File: src/rtl/sipo_frame_ctrl_pkg.sv
// Shared definitions for the SIPO frame controller: FSM encodings and default sizing.
package sipo_frame_ctrl_pkg;

  localparam int WIDTH_DEF = 4;
  localparam int CNT_W_DEF = $clog2(WIDTH_DEF);

  typedef enum logic [1:0] {
    ST_IDLE    = 2'd0,
    ST_SHIFT   = 2'd1,
    ST_CAPTURE = 2'd2
  } state_t;

endpackage

File: src/rtl/sipo_frame_ctrl_frame_bit_counter.sv
// Modulo-WIDTH bit counter with sync clear, enable and terminal-count flag.
module frame_bit_counter
  import sipo_frame_ctrl_pkg::*;
#(
  parameter int WIDTH = WIDTH_DEF,
  parameter int CNT_W = $clog2(WIDTH)
) (
  input  logic CLK,
  input  logic RST,
  input  logic clr,
  input  logic en,
  output logic tc
);

  localparam logic [CNT_W-1:0] LAST = CNT_W'(WIDTH - 1);

  logic [CNT_W-1:0] cnt;

  // Count enabled cycles, wrapping after the last bit position.
  always_ff @(posedge CLK) begin
    if (RST || clr) begin
      cnt <= '0;
    end else if (en) begin
      if (cnt == LAST) begin
        cnt <= '0;
      end else begin
        cnt <= cnt + CNT_W'(1);
      end
    end
  end

  assign tc = (cnt == LAST);

endmodule

File: src/rtl/sipo_frame_ctrl.sv
// Frame sequencer for a serial-in/parallel-out shift register: drives Load for
// exactly WIDTH cycles per frame, captures the word and offers it on valid/ready.
module sipo_frame_ctrl
  import sipo_frame_ctrl_pkg::*;
#(
  parameter int WIDTH = WIDTH_DEF,
  parameter int CNT_W = $clog2(WIDTH)
) (
  input  logic             CLK,
  input  logic             RST,
  input  logic             Start,
  output logic             Load,
  input  logic [WIDTH-1:0] Par_IN,
  output logic [WIDTH-1:0] Data_OUT,
  output logic             Data_Valid,
  input  logic             Data_Ready,
  output logic             Busy,
  output logic             Overrun,
  input  logic             Clr_Overrun
);

  state_t state;
  state_t state_nxt;
  logic   cnt_clr;
  logic   cnt_en;
  logic   bit_tc;
  logic   capture_ok;
  logic   capture_drop;

  // The counter restarts from zero every time SHIFT is entered.
  assign cnt_clr = (state != ST_SHIFT);
  assign cnt_en  = (state == ST_SHIFT);

  frame_bit_counter #(
    .WIDTH (WIDTH),
    .CNT_W (CNT_W)
  ) u_bit_cnt (
    .CLK (CLK),
    .RST (RST),
    .clr (cnt_clr),
    .en  (cnt_en),
    .tc  (bit_tc)
  );

  // State register.
  always_ff @(posedge CLK) begin
    if (RST) begin
      state <= ST_IDLE;
    end else begin
      state <= state_nxt;
    end
  end

  // Next-state decode; Load and Busy depend on state only.
  always_comb begin
    state_nxt = state;
    Load      = 1'b0;
    Busy      = 1'b0;
    case (state)
      ST_IDLE: begin
        if (Start) begin
          state_nxt = ST_SHIFT;
        end
      end
      ST_SHIFT: begin
        Load = 1'b1;
        Busy = 1'b1;
        if (bit_tc) begin
          state_nxt = ST_CAPTURE;
        end
      end
      ST_CAPTURE: begin
        Busy      = 1'b1;
        state_nxt = Start ? ST_SHIFT : ST_IDLE;
      end
      default: begin
        state_nxt = ST_IDLE;
      end
    endcase
  end

  // A word is taken if the holding register is empty or being emptied now.
  assign capture_ok   = (state == ST_CAPTURE) && (!Data_Valid || Data_Ready);
  assign capture_drop = (state == ST_CAPTURE) && Data_Valid && !Data_Ready;

  // Holding register and valid flag; a same-cycle capture beats the transfer clear.
  always_ff @(posedge CLK) begin
    if (RST) begin
      Data_OUT   <= '0;
      Data_Valid <= 1'b0;
    end else if (capture_ok) begin
      Data_OUT   <= Par_IN;
      Data_Valid <= 1'b1;
    end else if (Data_Valid && Data_Ready) begin
      Data_Valid <= 1'b0;
    end
  end

  // Sticky overrun flag; a new drop wins over a simultaneous clear.
  always_ff @(posedge CLK) begin
    if (RST) begin
      Overrun <= 1'b0;
    end else if (capture_drop) begin
      Overrun <= 1'b1;
    end else if (Clr_Overrun) begin
      Overrun <= 1'b0;
    end
  end

endmodule

File: config.mk
export PLATFORM = sky130hd
export DESIGN_NAME = sipo_frame_ctrl
export DESIGN_NICKNAME = d
export VERILOG_FILES = /design/src/rtl/sipo_frame_ctrl_pkg.sv /design/src/rtl/sipo_frame_ctrl_frame_bit_counter.sv /design/src/rtl/sipo_frame_ctrl.sv
export SDC_FILE = /design/constraint.sdc
export NUM_CORES = 1
export LEC_CHECK = 0
export BUFFER_PORTS_ARGS = -buffer_cell sky130_fd_sc_hd__buf_2
export CAP_MARGIN = 20
export CELL_PAD_IN_SITES_DETAIL_PLACEMENT = 0
export CELL_PAD_IN_SITES_GLOBAL_PLACEMENT = 1
export CORE_MARGIN = 1
export CORE_UTILIZATION = 34
export CTS_CLUSTER_SIZE = 40
export DETAILED_ROUTE_END_ITERATION = 10
export PLACE_DENSITY = 0.79
export SKIP_LAST_GASP = 1
export SLEW_MARGIN = 20
export SYNTH_ARGS = -nofsm -noshare
export SYNTH_HDL_FRONTEND = slang
export SYNTH_HIERARCHICAL = 1
export SYNTH_SLANG_ARGS = --single-unit
File: constraint.sdc
create_clock -name CLK -period 1.6 [get_ports CLK]
set_input_delay 0.08 -clock CLK [delete_from_list [all_inputs] [get_ports CLK]]
set_output_delay 0.08 -clock CLK [all_outputs]
set_load 0.01 [all_outputs]
==> run_results.csv, run 1 <==
group,metric,value,unit
placed_design,portBuffers,16,
sta,timing.final.hold_violations,0,
floorplanning,coreArea,1370,um^2
placed_design,dp_cells,86,
yosys,synth_area,529,um^2
clock_network,ctsResizeCount,0,
worst_setup_path,r2r-end,"state[0]$_SDFFE_PP0P_",
yosys,synth_fp_nets,70,
clock_network,numCtsBuffers,3,
floorplanning,die_h,41.5,um
floorplanning,row_count,13,
drt,ant_nets,0,
final_layout,final_cells,90,
drt,drt-initial-drc-count,2,
final_layout,final_layout_size_suffix_gt1_frac,0.320,
global_routing,grt_pass1_wl,1.54,mm
yosys,synthCells,55,
clock_network,cts.clk_slew.worst_paths,60,ps
yosys,synth-seq-area-share,0.378,
worst_setup_path,path_max_fanout,4,
sta,rsz0062_at_grt,"false",
hold_path,hold-path-endpoint,"Data_OUT[3]$_SDFFE_PP0P_",
worst_setup_path,start_kind,"register",
clock_network,clockRootBuffer,"clkbuf_4",
hold_path,worstHoldStart,"Par_IN[3]",
drt,drt_wl_total,890,um
placed_design,place_ws,136,ps
clock_network,clock_sinks,10,
sta,fmax,0.677,GHz
final_layout,num_antenna_cells,0,
yosys,yosys_warnings,6,
sta,finalCritPeriodShare,0.923,
final_layout,syn2layout_area_growth,27.0,%
drt,wl_per_cell,9.89,um
global_routing,track_usage,0.117,
final_layout,postLayoutCoreUtil,0.492,
sta,hold-worst-slack,78.3,ps
clock_network,ctsHtreeMaxLevel,1,
global_routing,grt_pass1_vias,388,
floorplanning,die_w,41.5,um
sta,fin_worst_skew,1.49,ps
floorplanning,design.die.area,1720,um^2
status,status,"completed",
worst_setup_path,arrival,1670,ps
power_and_ir_drop,leakage,0.310,nW
global_routing,antenna_found_initial,0,
placed_design,place_congestion,0.822,
drt,viasPerCell,4.69,
final_layout,final.fill_count,148,
worst_setup_path,cp.required,1790,ps
worst_setup_path,worstReg2RegStart,"state[1]$_SDFFE_PP0P_",
worst_setup_path,r2r_slack,120,ps
hold_path,min_path_cells,3,
final_layout,finalNetCount,91,
power_and_ir_drop,vdd_ir_drop_max,590,uV
drt,drc,0,
yosys,ys_ff_latch,10,
worst_setup_path,path_class,"register to register",
clock_network,clock_latency,260,ps
sta,finalSetupTns,0,ps
floorplanning,boundaryPins,17,
sta,slew_violations,0,
worst_setup_path,worstRegToRegCells,5,
sta,worst_slew_pin_slew,306,ps
worst_setup_path,end_kind,"register",
floorplanning,initial_core_util,0.387,
job,max-cap-violations,0,
global_routing,grt_max_degree,16,
hold_path,min_path_type,"input port to register",
drt,vias,422,
clock_network,holdBufCountCts,0,
sta,relSlewSlack,0.793,
clock_network,cts_buffer_depth,2,
power_and_ir_drop,power.density,910,nW/um^2
global_routing,overflow,0,
yosys,avgSynthCellArea,9.62,um^2
placed_design,dp_hpwl,709,um
clock_network,cts_tree,"built",
sta,worst_slack,123,ps
clock_network,cts_setup_buffers,0,
drt,first_pass_iters,2,
sta,layout_min_cycle_time,1480,ps
yosys,yosysUniqueCellTypes,16,
sta,finalSetupViolations,0,
critical path: stages (launching register included):
cell	delay, ps
dfxtp_1	370
inv_1	90
ha_1	200
nor2b_4	130
or4b_1	490
a21oi_1	130
report_power, final:
group / internal [W] / leakage [nW] / switching (W)
Combinational: 0.0000621 / 0.208 / 0.0000589
Sequential: 0.000261 / 0.0810 / 0.00000994
Clock: 0.000138 / 0.0210 / 0.0000810
Total: 0.000462 / 0.310 / 0.000150
synth_stat cells, drive strengths merged:
master,number,area share
dfxtp,10,0.38
nand2b,9,0.11
ha,6,0.14
nor2b,6,0.085
mux2i,5,0.095
inv,4,0.028
nor2,4,0.028
a21oi,2,0.019
clkbuf,2,0.014
o21ai,2,0.019
a211oi,1,0.024
nor3,1,0.0094
o41ai,1,0.017
or3b,1,0.017
or4b,1,0.019
worst max path at each step:
stage                               start               endpoint  slack (ps)  cells after the start
CTS                 state[1]$_SDFFE_PP0P_  state[0]$_SDFFE_PP0P_         110                      5
global placement    state[1]$_SDFFE_PP0P_  state[0]$_SDFFE_PP0P_         170                      5
detailed placement  state[1]$_SDFFE_PP0P_  state[0]$_SDFFE_PP0P_         140                      5
floorplan           state[1]$_SDFFE_PP0P_  state[0]$_SDFFE_PP0P_         100                      5
global route        state[1]$_SDFFE_PP0P_  state[0]$_SDFFE_PP0P_          30                      5
finish              state[1]$_SDFFE_PP0P_  state[0]$_SDFFE_PP0P_         120                      5
kinds of logic (layout without fill, tap and decap cells):
| logic type | count (synthesis) | in the layout | share of synthesized area |
|---|---|---|---|
| compound gates | 6 | 6 | 0.0780 |
| simple gates | 22 | 22 | 0.265 |
| flops | 10 | 10 | 0.378 |
| buf+inv | 6 | 26 | 0.0426 |
| fa+ha+maj | 6 | 6 | 0.142 |
| mux | 5 | 5 | 0.0946 |
per-stage QoR:
step / total power (W) / area, um^2
after floorplan: 0.000357 / 529
after global placement: 0.000397 / 636
after detailed placement: 0.000400 / 636
after CTS: 0.000624 / 672
after global routing: 0.000652 / 672
final: 0.000611 / 672
layer usage:
layer,track usage,part of all wire,up-vias
met5,0,0,-
met4,0.0387,0,0
met3,0.0652,0.060,0
met2,0.181,0.48,10
met1,0.136,0.46,193
li1,-,-,219
sequential cells by signal, indices dropped and copies added (netlist names):
register / count
Data_OUT: 4
Overrun: 1
u_bit_cnt/cnt: 2
state: 2
Data_Valid: 1
cell type report:
type,instances,area [um^2],share of cell area
clock buffer,4,36.3,0.0540
inverter,4,15.0,0.0223
multi-input combinational,39,307,0.456
sequential,10,200,0.298
tap,15,18.8,0.0279
timing repair buffer,18,95.1,0.142
cells in the final DEF (no fill, tap or decap), drive strengths merged:
master  Yosys  routed
ha          6       6
a21oi       2       2
or3b        1       1
buf         0      18
nor2        4       4
clkbuf      2       4
dfxtp      10      10
inv         4       4
mux2i       5       5
or4b        1       1
nor3        1       1
o21ai       2       2
o41ai       1       1
nor2b       6       6
nand2b      9       9
a211oi      1       1
(Power assumes the default switching activity.)
==> run 2: changes to the inputs <==
CORE_MARGIN = 10   (was 1)
==> run_results.csv, run 2 (synthesis results as in run 1) <==
group,metric,value,unit
worst_setup_path,cp.required,1800,ps
clock_network,clockRootBuffer,"clkbuf_4",
sta,slew_violations,0,
final_layout,largestRegisters,"Data_OUT: 4 flops, state: 2 flops, u_bit_cnt/cnt: 2 flops",
placed_design,dp_hpwl,781,um
floorplanning,die_h,59.5,um
sta,finalSetupViolations,0,
worst_setup_path,end_kind,"register",
drt,viasPerCell,4.47,
power_and_ir_drop,total_power,0.000618,W
placed_design,dpl-instance-area,629,um^2
global_routing,grt_max_degree,16,
clock_network,clock_sinks,10,
global_routing,antenna_found_initial,0,
final_layout,postLayoutCoreUtil,0.448,
final_layout,final.fill_count,145,
worst_setup_path,path_max_fanout,4,
power_and_ir_drop,p_sw,0.000158,W
power_and_ir_drop,swShare,0.256,
sta,relSlewSlack,0.692,
clock_network,cts_tree,"built",
clock_network,cts.clk_slew.worst_paths,70,ps
final_layout,finalNetCount,90,
sta,rsz0062_at_grt,"false",
power_and_ir_drop,leakage,0.306,nW
final_layout,multi_input_area,307,um^2
floorplanning,die_w,59.5,um
power_and_ir_drop,power_frac_seq,0.439,
floorplanning,design.die.area,3530,um^2
sta,finalSetupTns,0,ps
sta,worst_slew_pin_slew,461,ps
sta,fin_worst_skew,2.47,ps
hold_path,min_path_type,"input port to register",
final_layout,final_common_cell,"buf_2",
final_layout,syn2layout_area_growth,26.0,%
drt,vias,402,
final_layout,num_antenna_cells,0,
sta,layout_min_cycle_time,1430,ps
clock_network,ctsHtreeMaxLevel,1,
sta,timing.final.hold_violations,0,
drt,drt-initial-drc-count,4,
power_and_ir_drop,power.density,927,nW/um^2
floorplanning,initial_core_util,0.355,
clock_network,clock_latency,260,ps
floorplanning,boundaryPins,17,
final_layout,largest_register_ffs,4,
final_layout,regMostFlops,"Data_OUT",
clock_network,numCtsBuffers,3,
worst_setup_path,start_kind,"register",
global_routing,track_usage,0.0648,
worst_setup_path,path_class,"register to register",
final_layout,ff_latch_area,201,um^2
power_and_ir_drop,intPower,0.000460,W
final_layout,final_layout_size_suffix_gt1_frac,0.324,
power_and_ir_drop,pwr-share-comb,0.191,
drt,first_pass_iters,4,
global_routing,overflow,0,
drt,wl_per_cell,11.1,um
power_and_ir_drop,power_frac_clock,0.370,
drt,drc,0,
power_and_ir_drop,vdd_ir_drop_max,548,uV
global_routing,grt_pass1_wl,1.75,mm
final_layout,final_cell_mix,"buf_2 (16), dfxtp_1 (9), nand2b_1 (9), ha_1 (6)",
global_routing,grt_pass1_vias,429,
drt,drt_wl_total,995,um
placed_design,portBuffers,16,
final_layout,final_area,667,um^2
job,max-cap-violations,0,
floorplanning,coreArea,1490,um^2
clock_network,holdBufCountCts,0,
sta,finalCritPeriodShare,0.896,
drt,ant_nets,0,
floorplanning,row_count,14,
placed_design,place_congestion,0.753,
clock_network,cts_buffer_depth,2,
worst_setup_path,arrival,1630,ps
status,status,"completed",
final_layout,final_cells,90,
sta,fmax,0.697,GHz
placed_design,dp_cells,86,
-- run 2: worst paths after layout --
kind	slack [ps]	to	startpoint	depth (start not counted)
worst min register to register	470	Data_OUT[2]$_SDFFE_PP0P_	Data_OUT[2]$_SDFFE_PP0P_	2
worst max register to register	170	state[0]$_SDFFE_PP0P_	state[1]$_SDFFE_PP0P_	5
worst max-delay path	170	state[0]$_SDFFE_PP0P_	state[1]$_SDFFE_PP0P_	5
worst min-delay path	70	Data_OUT[1]$_SDFFE_PP0P_	Par_IN[1]	3
-- run 2: final cells by class --
class | instances | area share
Inverter | 4 | 0.0225
Tap cell | 16 | 0.0300
Multi-Input combinational cell | 39 | 0.460
Clock buffer | 4 | 0.0544
Sequential cell | 10 | 0.302
Timing Repair Buffer | 17 | 0.131
-- run 2: worst max-delay path, stage by stage (launching register included) --
cell,delay [ps]
dfxtp_2,350
inv_1,70
ha_1,190
nor2b_4,140
or4b_1,490
a21oi_1,130
-- run 2: per-stage QoR --
step | hold slack (ps) | setup WS, ps
finish | 70.7 | 166
global route | 57.4 | 15.8
CTS | 63.8 | 117
detailed placement | 351 | 139
global placement | 346 | 178
floorplan | 145 | 102
-- run 2: routing by layer --
metal,global-route usage,part of all wire
met5,0,0
met4,0.0393,0
met3,0.0343,0.070
met2,0.101,0.49
met1,0.0667,0.44
-- run 2: what timing repair did --
item                                    4_1_cts  5_1_grt
resized for setup                             0        1
setup buffers                                 0        0
endpoints found under the setup margin        0        1
-- run 2: power groups by stage --
stage / clock (W) / combinational, W / sequential (W)
finish: 0.000229 / 0.000118 / 0.000272
detailed placement: 0 / 0.000120 / 0.000277
global route: 0.000251 / 0.000136 / 0.000274
floorplan: 0 / 0.0000789 / 0.000278
global placement: 0 / 0.000120 / 0.000277
CTS: 0.000238 / 0.000121 / 0.000271
==> run 3: changes to the inputs <==
ABC_AREA = 1   (was unset)
CORE_MARGIN = 2   (was 10)
CORE_UTILIZATION = 32   (was 34)
MAX_ROUTING_LAYER = met4   (was unset)
==> run_results.csv, run 3 <==
group,metric,value,unit
placed_design,place_ws,364,ps
yosys,synth.area.top_cells,"dfxtp_1 (38%), ha_1 (14%), nand2_1 (12%)",
worst_setup_path,path_max_fanout,7,
floorplanning,row_count,14,
status,status,"completed",
final_layout,regMostFlops,"Data_OUT",
drt,ant_nets,0,
floorplanning,coreArea,1520,um^2
final_layout,syn2layout_area_growth,25.9,%
global_routing,track_usage,0.125,
sta,relSlewSlack,0.839,
placed_design,place_congestion,0.704,
yosys,yosysMostFrequentCell,"nand2_1",
power_and_ir_drop,power.density,1720,nW/um^2
worst_setup_path,end_kind,"output port",
sta,timing.final.hold_violations,0,
yosys,yosys.area_share.simple,0.314,
job,max-cap-violations,0,
yosys,synth-seq-area-share,0.380,
placed_design,dp_hpwl,802,um
final_layout,num_antenna_cells,0,
yosys,synth_fp_nets,87,
sta,finalCritPeriodShare,0.793,
clock_network,cts_tree,"built",
yosys,synth_top_cell_area_share,0.380,
worst_setup_path,cp.required,1520,ps
yosys,async_reset_ff_frac,0,
clock_network,numCtsBuffers,3,
yosys,synth_area_leader_cell,"dfxtp_1",
drt,first_pass_iters,1,
global_routing,grt_max_degree,8,
clock_network,clockRootBuffer,"clkbuf_4",
global_routing,antenna_found_initial,0,
floorplanning,initial_core_util,0.346,
drt,vias,462,
yosys,synth_top_family_by_area,"simple AND/OR/NAND/NOR gates",
drt,wl_per_cell,9.37,um
final_layout,largestRegisters,"Data_OUT: 4 flops, state: 2 flops, u_bit_cnt/cnt: 2 flops",
floorplanning,design.die.area,1990,um^2
clock_network,cts_setup_buffers,0,
sta,layout_min_cycle_time,1270,ps
clock_network,cts.clk_slew.worst_paths,70,ps
sta,fmax,0.788,GHz
worst_setup_path,path_class,"register to output port",
sta,finalSetupTns,0,ps
yosys,synth_xor_area_frac,0,
drt,viasPerCell,4.28,
hold_path,min_path_cells,2,
yosys,synth.area.mux_share,0,
worst_setup_path,worstRegToRegCells,7,
hold_path,hold-path-endpoint,"Data_Valid$_SDFFE_PP0P_",
final_layout,largest_register_ffs,4,
sta,hold-worst-slack,15.4,ps
sta,slew_violations,0,
drt,drt-initial-drc-count,0,
clock_network,clock_latency,270,ps
worst_setup_path,r2r-end,"state[0]$_SDFFE_PP0P_",
clock_network,holdBufCountCts,0,
final_layout,final_cell_mix,"nand2_1 (17), buf_2 (16), nor2_1 (14), dfxtp_1 (10), inv_1 (10)",
yosys,yosysUniqueCellTypes,11,
power_and_ir_drop,total_power,0.00114,W
sta,worst_slack,331,ps
sta,fin_worst_skew,3.18,ps
final_layout,final_common_cell,"nand2_1",
hold_path,worstHoldStart,"RST",
yosys,yosys_warnings,6,
yosys,synth-compound-area-share,0.0784,
clock_network,clock_sinks,10,
placed_design,portBuffers,16,
sta,rsz0062_at_grt,"false",
power_and_ir_drop,leakage,0.340,nW
global_routing,overflow,0,
worst_setup_path,arrival,1190,ps
final_layout,finalNetCount,108,
floorplanning,die_w,44.6,um
power_and_ir_drop,vdd_ir_drop_max,1040,uV
hold_path,min_path_type,"input port to register",
yosys,synth_commonest_cells,"nand2_1 (17), nor2_1 (14), dfxtp_1 (10), inv_1 (10), ha_1 (6)",
yosys,synth-main-ff-cell,"dfxtp_1",
sta,finalSetupViolations,0,
yosys,synth_edf_count,0,
floorplanning,die_h,44.6,um
worst_setup_path,start_kind,"register",
global_routing,grt_pass1_vias,419,
drt,drc,0,
yosys,synth_area,527,um^2
clock_network,ctsResizeCount,0,
yosys,ys_ff_latch,10,
yosys,avgSynthCellArea,7.32,um^2
sta,worst_slew_pin_slew,242,ps
worst_setup_path,r2r_slack,350,ps
drt,drt_wl_total,1.01,mm
clock_network,cts_buffer_depth,2,
yosys,synthAdderAreaFrac,0.143,
floorplanning,boundaryPins,17,
yosys,synthCells,72,
final_layout,final_layout_size_suffix_gt1_frac,0.261,
clock_network,ctsHtreeMaxLevel,1,
worst_setup_path,worstReg2RegStart,"state[1]$_SDFFE_PP0P_",
global_routing,grt_pass1_wl,1.66,mm
[run 3: metrics by stage]
step | instances | instance area [um^2] | util
after floorplan | 72 | 527 | -
after global routing | 108 | 663 | 0.435
after CTS | 108 | 663 | 0.435
after global placement | 104 | 627 | 0.411
after detailed placement | 104 | 627 | 0.411
final | 108 | 663 | 0.435
[run 3: kinds of logic after synthesis]
kind of cell / count (synthesis)
compound gates: 6
fa+ha+maj: 6
simple gates: 38
flops: 10
buf+inv: 12
[run 3: worst max-delay path by stage]
stage,start,to,slack (ps),cells after the start
floorplan,state[1]$_SDFFE_PP0P_,state[0]$_SDFFE_PP0P_,480,7
global placement,state[1]$_SDFFE_PP0P_,state[0]$_SDFFE_PP0P_,370,7
detailed placement,state[1]$_SDFFE_PP0P_,state[0]$_SDFFE_PP0P_,360,7
CTS,state[1]$_SDFFE_PP0P_,Load,320,3
global route,state[1]$_SDFFE_PP0P_,state[0]$_SDFFE_PP0P_,220,7
finish,state[1]$_SDFFE_PP0P_,Load,330,3
[run 3: area by class of cell]
type                    instances  area, um^2
inverters                      12        45.0
clock buffers                   4        36.3
fillers                       167         861
repair buffers                 16        80.1
multi-input cells              50         282
flip-flops and latches         10         200
well taps                      16        20.0
[run 3: routing by layer]
metal	up-vias	global-route usage	wire length, um
met2	15	0.180	397
met5	-	-	0
met1	182	0.138	498
met3	5	0.0490	84
li1	260	-	-
met4	0	0.0909	31
[run 3: power by group]
| part | switching (W) | internal (W) | leakage, nW |
|---|---|---|---|
| logic | 0.000305 | 0.000219 | 0.237 |
| clock network | 0.0000936 | 0.000138 | 0.0210 |
| registers | 0.0000583 | 0.000327 | 0.0817 |
| total | 0.000457 | 0.000685 | 0.340 |
[run 3: worst max-delay path: stages, from the launching register on]
cell,delay [ps]
dfxtp_1,380
inv_1,100
ha_1,270
buf_2,170
